## src/rtl/code_lock_ctrl.sv

```systemverilog
// Keypad code lock: digit entry with verdict on the last key, timed unlock,
// lockout after repeated failures, and reprogramming of the code while open.
module code_lock_ctrl #(
  parameter int                       DIGITS         = 3,
  parameter int                       KEY_W          = 4,
  parameter logic [DIGITS*KEY_W-1:0]  DEFAULT_CODE   = 12'h789,
  parameter int                       MAX_ERR        = 3,
  parameter int                       OPEN_CYCLES    = 1000,
  parameter int                       PENALTY_CYCLES = 5000,
  parameter int                       TIMEOUT_CYCLES = 2000
) (
  input  logic             clk,
  input  logic             rst_n,
  input  logic [KEY_W-1:0] key,
  input  logic             key_valid,
  input  logic             relock,
  output logic             unlock,
  output logic             error,
  output logic             lockout,
  output logic [3:0]       err_count,
  output logic             prog_active,
  output logic             prog_done,
  output logic [1:0]       state_dbg
);

  localparam int MAX_AB = (OPEN_CYCLES > PENALTY_CYCLES) ? OPEN_CYCLES : PENALTY_CYCLES;
  localparam int MAX_C  = (MAX_AB > TIMEOUT_CYCLES) ? MAX_AB : TIMEOUT_CYCLES;
  localparam int TW     = $clog2(MAX_C) + 1;
  localparam int BW     = (DIGITS - 1) * KEY_W;
  localparam int IW     = $clog2(DIGITS + 1);

  localparam logic [KEY_W-1:0] K_PROG  = KEY_W'(10);
  localparam logic [KEY_W-1:0] K_CLEAR = KEY_W'(11);
  localparam logic [KEY_W-1:0] K_MAXD  = KEY_W'(9);

  // state_dbg encoding: 0 ENTRY, 1 OPEN, 2 PENALTY, 3 PROG
  typedef enum logic [1:0] {
    S_ENTRY   = 2'd0,
    S_OPEN    = 2'd1,
    S_PENALTY = 2'd2,
    S_PROG    = 2'd3
  } state_t;

  state_t                  state;
  logic [DIGITS*KEY_W-1:0] code;
  logic [BW-1:0]           key_buf;
  logic [IW-1:0]           idx;
  logic [TW-1:0]           timer;
  logic                    run;

  // key_valid is a one-cycle strobe with no back-pressure: key is consumed
  // on the rising edge where key_valid=1, or dropped if the current state
  // (or a simultaneous timer expiry / relock) ignores it.
  logic kv, tmo, last_key, is_digit;
  assign kv       = key_valid & run;
  assign tmo      = (timer == TW'(TIMEOUT_CYCLES - 1));
  assign last_key = (idx == IW'(DIGITS - 1));
  assign is_digit = (key <= K_MAXD);
  assign state_dbg = state;

  always_ff @(posedge clk or negedge rst_n) begin
    if (!rst_n) begin
      state       <= S_ENTRY;
      code        <= DEFAULT_CODE;
      key_buf     <= '0;
      idx         <= '0;
      timer       <= '0;
      run         <= 1'b0;
      unlock      <= 1'b0;
      error       <= 1'b0;
      lockout     <= 1'b0;
      err_count   <= 4'd0;
      prog_active <= 1'b0;
      prog_done   <= 1'b0;
    end else begin
      // The first edge after reset release only arms key acceptance.
      run       <= 1'b1;
      error     <= 1'b0;
      prog_done <= 1'b0;
      case (state)
        S_ENTRY: begin
          if (idx != '0 && tmo) begin
            idx   <= '0;
            timer <= '0;
          end else if (kv) begin
            timer <= '0;
            if (key == K_CLEAR) begin
              idx <= '0;
            end else if (key != K_PROG) begin
              if (last_key) begin
                idx <= '0;
                if ({key_buf, key} == code) begin
                  state     <= S_OPEN;
                  unlock    <= 1'b1;
                  err_count <= 4'd0;
                end else begin
                  error <= 1'b1;
                  if (err_count >= 4'(MAX_ERR - 1)) begin
                    err_count <= 4'(MAX_ERR);
                    state     <= S_PENALTY;
                    lockout   <= 1'b1;
                  end else begin
                    err_count <= err_count + 4'd1;
                  end
                end
              end else begin
                key_buf <= BW'({key_buf, key});
                idx     <= idx + IW'(1);
              end
            end
          end else if (idx != '0) begin
            timer <= timer + TW'(1);
          end
        end
        S_OPEN: begin
          if (relock || timer == TW'(OPEN_CYCLES - 1)) begin
            state  <= S_ENTRY;
            unlock <= 1'b0;
            timer  <= '0;
          end else if (kv && key == K_PROG) begin
            state       <= S_PROG;
            unlock      <= 1'b0;
            prog_active <= 1'b1;
            timer       <= '0;
            idx         <= '0;
          end else begin
            timer <= timer + TW'(1);
          end
        end
        S_PROG: begin
          if (relock || tmo || (kv && !is_digit)) begin
            state       <= S_ENTRY;
            prog_active <= 1'b0;
            timer       <= '0;
            idx         <= '0;
          end else if (kv) begin
            timer <= '0;
            if (last_key) begin
              code        <= {key_buf, key};
              prog_done   <= 1'b1;
              state       <= S_ENTRY;
              prog_active <= 1'b0;
              idx         <= '0;
            end else begin
              key_buf <= BW'({key_buf, key});
              idx     <= idx + IW'(1);
            end
          end else begin
            timer <= timer + TW'(1);
          end
        end
        S_PENALTY: begin
          if (timer == TW'(PENALTY_CYCLES - 1)) begin
            state     <= S_ENTRY;
            lockout   <= 1'b0;
            err_count <= 4'd0;
            timer     <= '0;
          end else begin
            timer <= timer + TW'(1);
          end
        end
        default: state <= S_ENTRY;
      endcase
    end
  end

endmodule

```

## config.mk

```make
export PLATFORM = sky130hd
export DESIGN_NAME = code_lock_ctrl
export DESIGN_NICKNAME = d
export VERILOG_FILES = /design/src/rtl/code_lock_ctrl.sv
export SDC_FILE = /design/constraint.sdc
export NUM_CORES = 1
export LEC_CHECK = 0
export CORE_MARGIN = 5
export CORE_UTILIZATION = 35
export DETAILED_ROUTE_END_ITERATION = 7
export PLACE_DENSITY = 0.65
export SLEW_MARGIN = 20
export SYNTH_ARGS = -nofsm -noshare
export SYNTH_HDL_FRONTEND = slang
export SYNTH_SLANG_ARGS = --single-unit
```

## constraint.sdc

```tcl
create_clock -name clk -period 2.3 [get_ports clk]
set_input_delay 0.46 -clock clk [delete_from_list [all_inputs] [get_ports clk]]
set_output_delay 0.46 -clock clk [all_outputs]
set_load 0.01 [all_outputs]
```

# Word-level counts from Yosys, hierarchy flattened
# Cells that the tools add are included.
# op_classes
addsub	3
n_lt_le_gt_ge	2
n_eq_ne	31
mux	85
bitwise_logic	2
n_reduce_logical	22
# ops
operator	n
$mux W14	8
$mux W8	7
$pmux W14 S4	1
$mux W2	22
$mux W1	32
$mux W4	8
$ne A2 B2 Y1 const B	13
$pmux W8 S2	1
$ne A3 B3 Y1 const B	5
$add A14 B1 Y14 const B	1
$eq A14 B10 Y1 const B	1
$eq A14 B11 Y1 const B	1
$eq A14 B13 Y1 const B	1
$reduce_and A7 Y1	2
$eq A12 B12 Y1	1
$ne A4 B4 Y1 const B	3
$reduce_and A10 Y1	1
$reduce_bool A2 Y1	5
$reduce_and A9 Y1	1
$eq A4 B4 Y1 const B	2
$pmux W2 S4	1
$pmux W4 S2	1
$reduce_and A8 Y1	1
$eq A2 B2 Y1 const B	3
other kinds (17)	23
# totals
ff_bits	48
inputBits	8
output_inout_bits	11
elab_cells	157

# Longest topological paths before layout
# logic_depth
word_depth	9
mapped_depth	8
depth_no_buf	6

# Worst setup path before layout
# No wires, ideal clock.
# synth_timing
path_kind	register to register
startpoint	reg timer[4]
endpoint	reg idx[0]
setup_ns	0.125
t_arrival_ns	2.144
t_required_ns	2.175
setup_slack_ns	0.032
path_stages_with_launch	7
path_buffers	1
synth_period_minus_slack_ns	2.268
path_cell_list	dfrtp_1 > or3b_4 > or4_4 > buf_6 > o211ai_1 > o211a_1 > mux2_2
# synth_via
elab_chain_len	5
elab_cells_between_ends	14
classes_between	6 x eq/ne; 3 x mux; 5 x reduce/logical
# synth_lines
item	line	rtl
start: declaration	48	logic [TW-1:0] timer;
start signal: assignment	112	timer <= timer + TW'(1);
start signal: assignment	127	timer <= timer + TW'(1);
start signal: assignment	149	timer <= timer + TW'(1);
$eq A14 B11 Y1	56	assign tmo = (timer == TW'(TIMEOUT_CYCLES - 1));
$logic_or A1 B1 Y1 (2 in series)	131	if (relock || tmo || (kv && !is_digit)) begin
$ne A3 B3 Y1 (no source line) / $mux W2 (equally long branches)	--	
$reduce_and A6 Y1 (no source line) / $pmux W2 S3 (equally long branches)	--	
end signal: assignment	108	idx <= idx + IW'(1);
end signal: assignment	146	idx <= idx + IW'(1);
end: declaration	47	logic [IW-1:0] idx;
# Several ways; a longest one is shown, not always the timed one.
# A chain may end at the register's enable or synchronous reset.

# Worst setup path in the final report
# layout_timing
startpoint	reg timer[5]
endpoint	reg idx[1]
# Same word-level chain as after synthesis.

==> impl_results.md <==
- Core area: 0.007370 mm²
- Post-Synthesis Cell Area: 0.002678 mm²
- Fin crit period: 2.208 ns
- Slew Limit Fails: 0
- WL met3: 150 µm
- CP startpoint: timer[5]$_DFFE_PN0P_
- Ys flop type: dfrtp_1
- Status: finished clean
- FF-to-FF End: idx[1]$_DFFE_PN0P_
- Starting density of the core: a little over a third
- Final hold slack: 0.1431 ns
- Num CTS Buffers: 5
- WP depth: 6
- Crit end category: register
- Antenna violations before repair: 0
- Placed Area: 0.003221 mm²
- Antenna Nets Post-Route: 0
- Fraction of the cycle the final worst path needs: 96.00%
- Maxcap violations: 0
- Top cells by count, synth: dfrtp_1, mux2_2, xor2_1
- Metal2 WL: around 2800 µm
- Bufs and invs on worst path: 1
- CP delay by family, top: simple AND/OR/NAND/NOR gates
- Worst min path class: in -> async
- Setup-failing EPs final: 0
- Post-synth ARST share: 100.0%
- Seq cells post-synth: 48
- Crit path max-delay cell type: or4_4
- WL per Instance: 14.05 µm
- Final GP Congestion: 0.8736
- Drt initial violations: 87
- DRC viols: 0
- Vias in the first global route: around 2100
- Startpoint class of the critical path: register
- Synth area leader: dfrtp_1
- Fin nets: approximately 320
- Worst-Margin Slew: 0.5651 ns
- Share of the synthesized area in the top cell type: 39.25%
- R2r worst-path depth: 6
- Synth Instances: 247
- Synth top area cells: dfrtp_1, mux2_2, xor2_1, dfstp_2, ha_1
- CTS H-Tree Depth: 2
- CP required: between 2 and 2.5 ns
- Die Span Y: 97.47 µm
- Layout cells sized above 1: approximately 29%
- Peak fanout along the critical path: 7
- CP endpoint: idx[1]$_DFFE_PN0P_
- CP peak stage delay: 0.61 ns
- CP Data Arrival Time: between 2 and 2.5 ns
- GRT overflow: 0
- Post-synth EDFFs: 0
- Largest net degree at the start of global routing: 26
- Pwr per Cell Area: slightly above 900 mW/mm²
- FMAX: approximately 450 MHz
- Peak supply drop: ~0.00048 V
- Routed WL: about 5600 µm
- CTS tree: done
- Root buffer cell: clkbuf_8
- First-pass GRT wire length: 9777 µm
- Mapped Nets: about 260
- Diodes inserted: 0
- CP Cell Sequence: buf_4, nand4bb_1, or4_4, o211ai_1, o211a_1, mux2_2
- Worst-path clk slew: 0.09 ns
- Setup tns final: 0 ns
- Design Area, Final: 0.003344 mm²
- CTS max path bufs: 2
- Final Skew: 0.009054 ns
- Via-to-Cell Ratio: just over 5
- Max Used Layer: met4
- Mean Syn Cell Area: 10.84 µm²
- Detailed Place HPWL: ~4400 µm
- R2r startpoint: timer[5]$_DFFE_PN0P_
- Die area: 0.009499 mm²
- Pre-antenna DRT Iters: 4
- Die X: slightly below 100 µm
- Clock latency on the worst-skew pair: 0.30 ns
- Post-synth cell types: 56
- Area Growth Syn to Fin: 24.91%
- Top-count cell post-synth: dfrtp_1
- Worst reg2reg setup slack: between 0.09 and 0.1 ns
- Total number of vias: 2047
- Port bufs: 18
- Fin. Hold Viols: 0
- Io pins: 19
- Leak Pwr: 1.509 nW
- Clock sink count: 48
- Total power: 3.105 mW
- Met1 wire length: roughly 2600 µm
- Total Routing Usage GR: approximately 12%
- Critical path class: reg -> reg
- Relative slew slack: 62.33%
- Util after Layout: 45.38%
- Sequential area share after synthesis: 45.14%
- Yosys warns: 0
- Rows: 31
[cell type report]
cell class	instances	area, µm²
inverters	13	48.80
fillers	720	4025
well taps	99	123.9
clock buffers	5	68.82
flip-flops and latches	48	1209
multi-input cells	180	1404
repair buffers	51	447.9
clock inverters	3	42.54
[kinds of logic after synthesis]
kind of cell	synth area share [%]
other	0.1401
xor gates and xnor gates	7.850
and+or+nand+nor	18.60
adders and majority gates	3.738
DFF	45.14
AOI/OAI and AO/OA	10.61
muxes	10.79
buffers and inverters	3.131
[how the worst min path moves through the flow]
| stage | startpoint | to | slack, ns | cells past startpoint |
|---|---|---|---|---|
| after global routing | rst_n | code[2]$_DFFE_PN0P_ | 0.17 | 1 |
| final | rst_n | code[2]$_DFFE_PN0P_ | 0.14 | 1 |
| after detailed placement | rst_n | prog_done$_DFF_PN0_ | 0.49 | 1 |
| after CTS | rst_n | code[2]$_DFFE_PN0P_ | 0.16 | 1 |
| after floorplan | rst_n | code[11]$_DFFE_PN0P_ | 0.16 | 0 |
| after global placement | rst_n | prog_done$_DFF_PN0_ | 0.48 | 1 |
[worst reg2reg max path, delay by kind of cell, from the launching register on]
| kind | cells | cell delay (ns) |
|---|---|---|
| multiplexers | 1 | 0.34 |
| buffers and inverters | 1 | 0.16 |
| AO/OA/AOI/OAI | 2 | 0.41 |
| AND/OR/NAND/NOR | 2 | 0.81 |
| flip-flops | 1 | 0.38 |
[through the flow]
step                setup WS [ns]  instances
floorplan                 0.03178        247
global placement          -0.1009        391
detailed placement        -0.1769        391
CTS                       0.01008        399
global route           -0.0003275        399
finish                    0.09191        399
[metal layers]
layer,vias to the layer above,global-route usage (%)
li1,1002,-
met1,1011,15.99
met2,26,20.82
met3,8,2.656
met4,0,3.940
met5,-,0
[sequential cells by signal, indices dropped and copies added, names as in the netlist]
name         cells
err_count        4
idx              2
unlock           1
timer           14
code            12
prog_done        1
prog_active      1
error            1
lockout          1
key_buf          8
state_dbg        2
run              1
[cell usage in the layout (no fill, tap or decap), drive strengths merged, types with 3 or more instances in the layout]
cell            n
nor3            5
o21ai           7
a21oi           7
xor2           22
a211oi          3
nor4           10
nand2b          3
clkdlybuf4s50  17
dfrtp          42
mux2i           3
nand2           9
or3b            3
dfstp           6
mux2           23
and2            4
o31ai           3
nand3           6
or2             3
clkbuf          5
buf            34
ha              8
inv            13
nand4b          3
nor2           20
nand4           5
[where the power goes]
group          switching (mW)  internal, mW
registers               0.157          1.02
logic                   0.624         0.701
clock network           0.281         0.322
total                    1.06          2.04
[repair_timing]
item                                   4_1_cts  5_1_grt
hold buffers                                 0        0
endpoints found under the hold margin        0        0
setup buffers                                0        0
setup endpoints to repair                    0       16
gates resized for setup                      0        4
(Power assumes the default switching activity.)
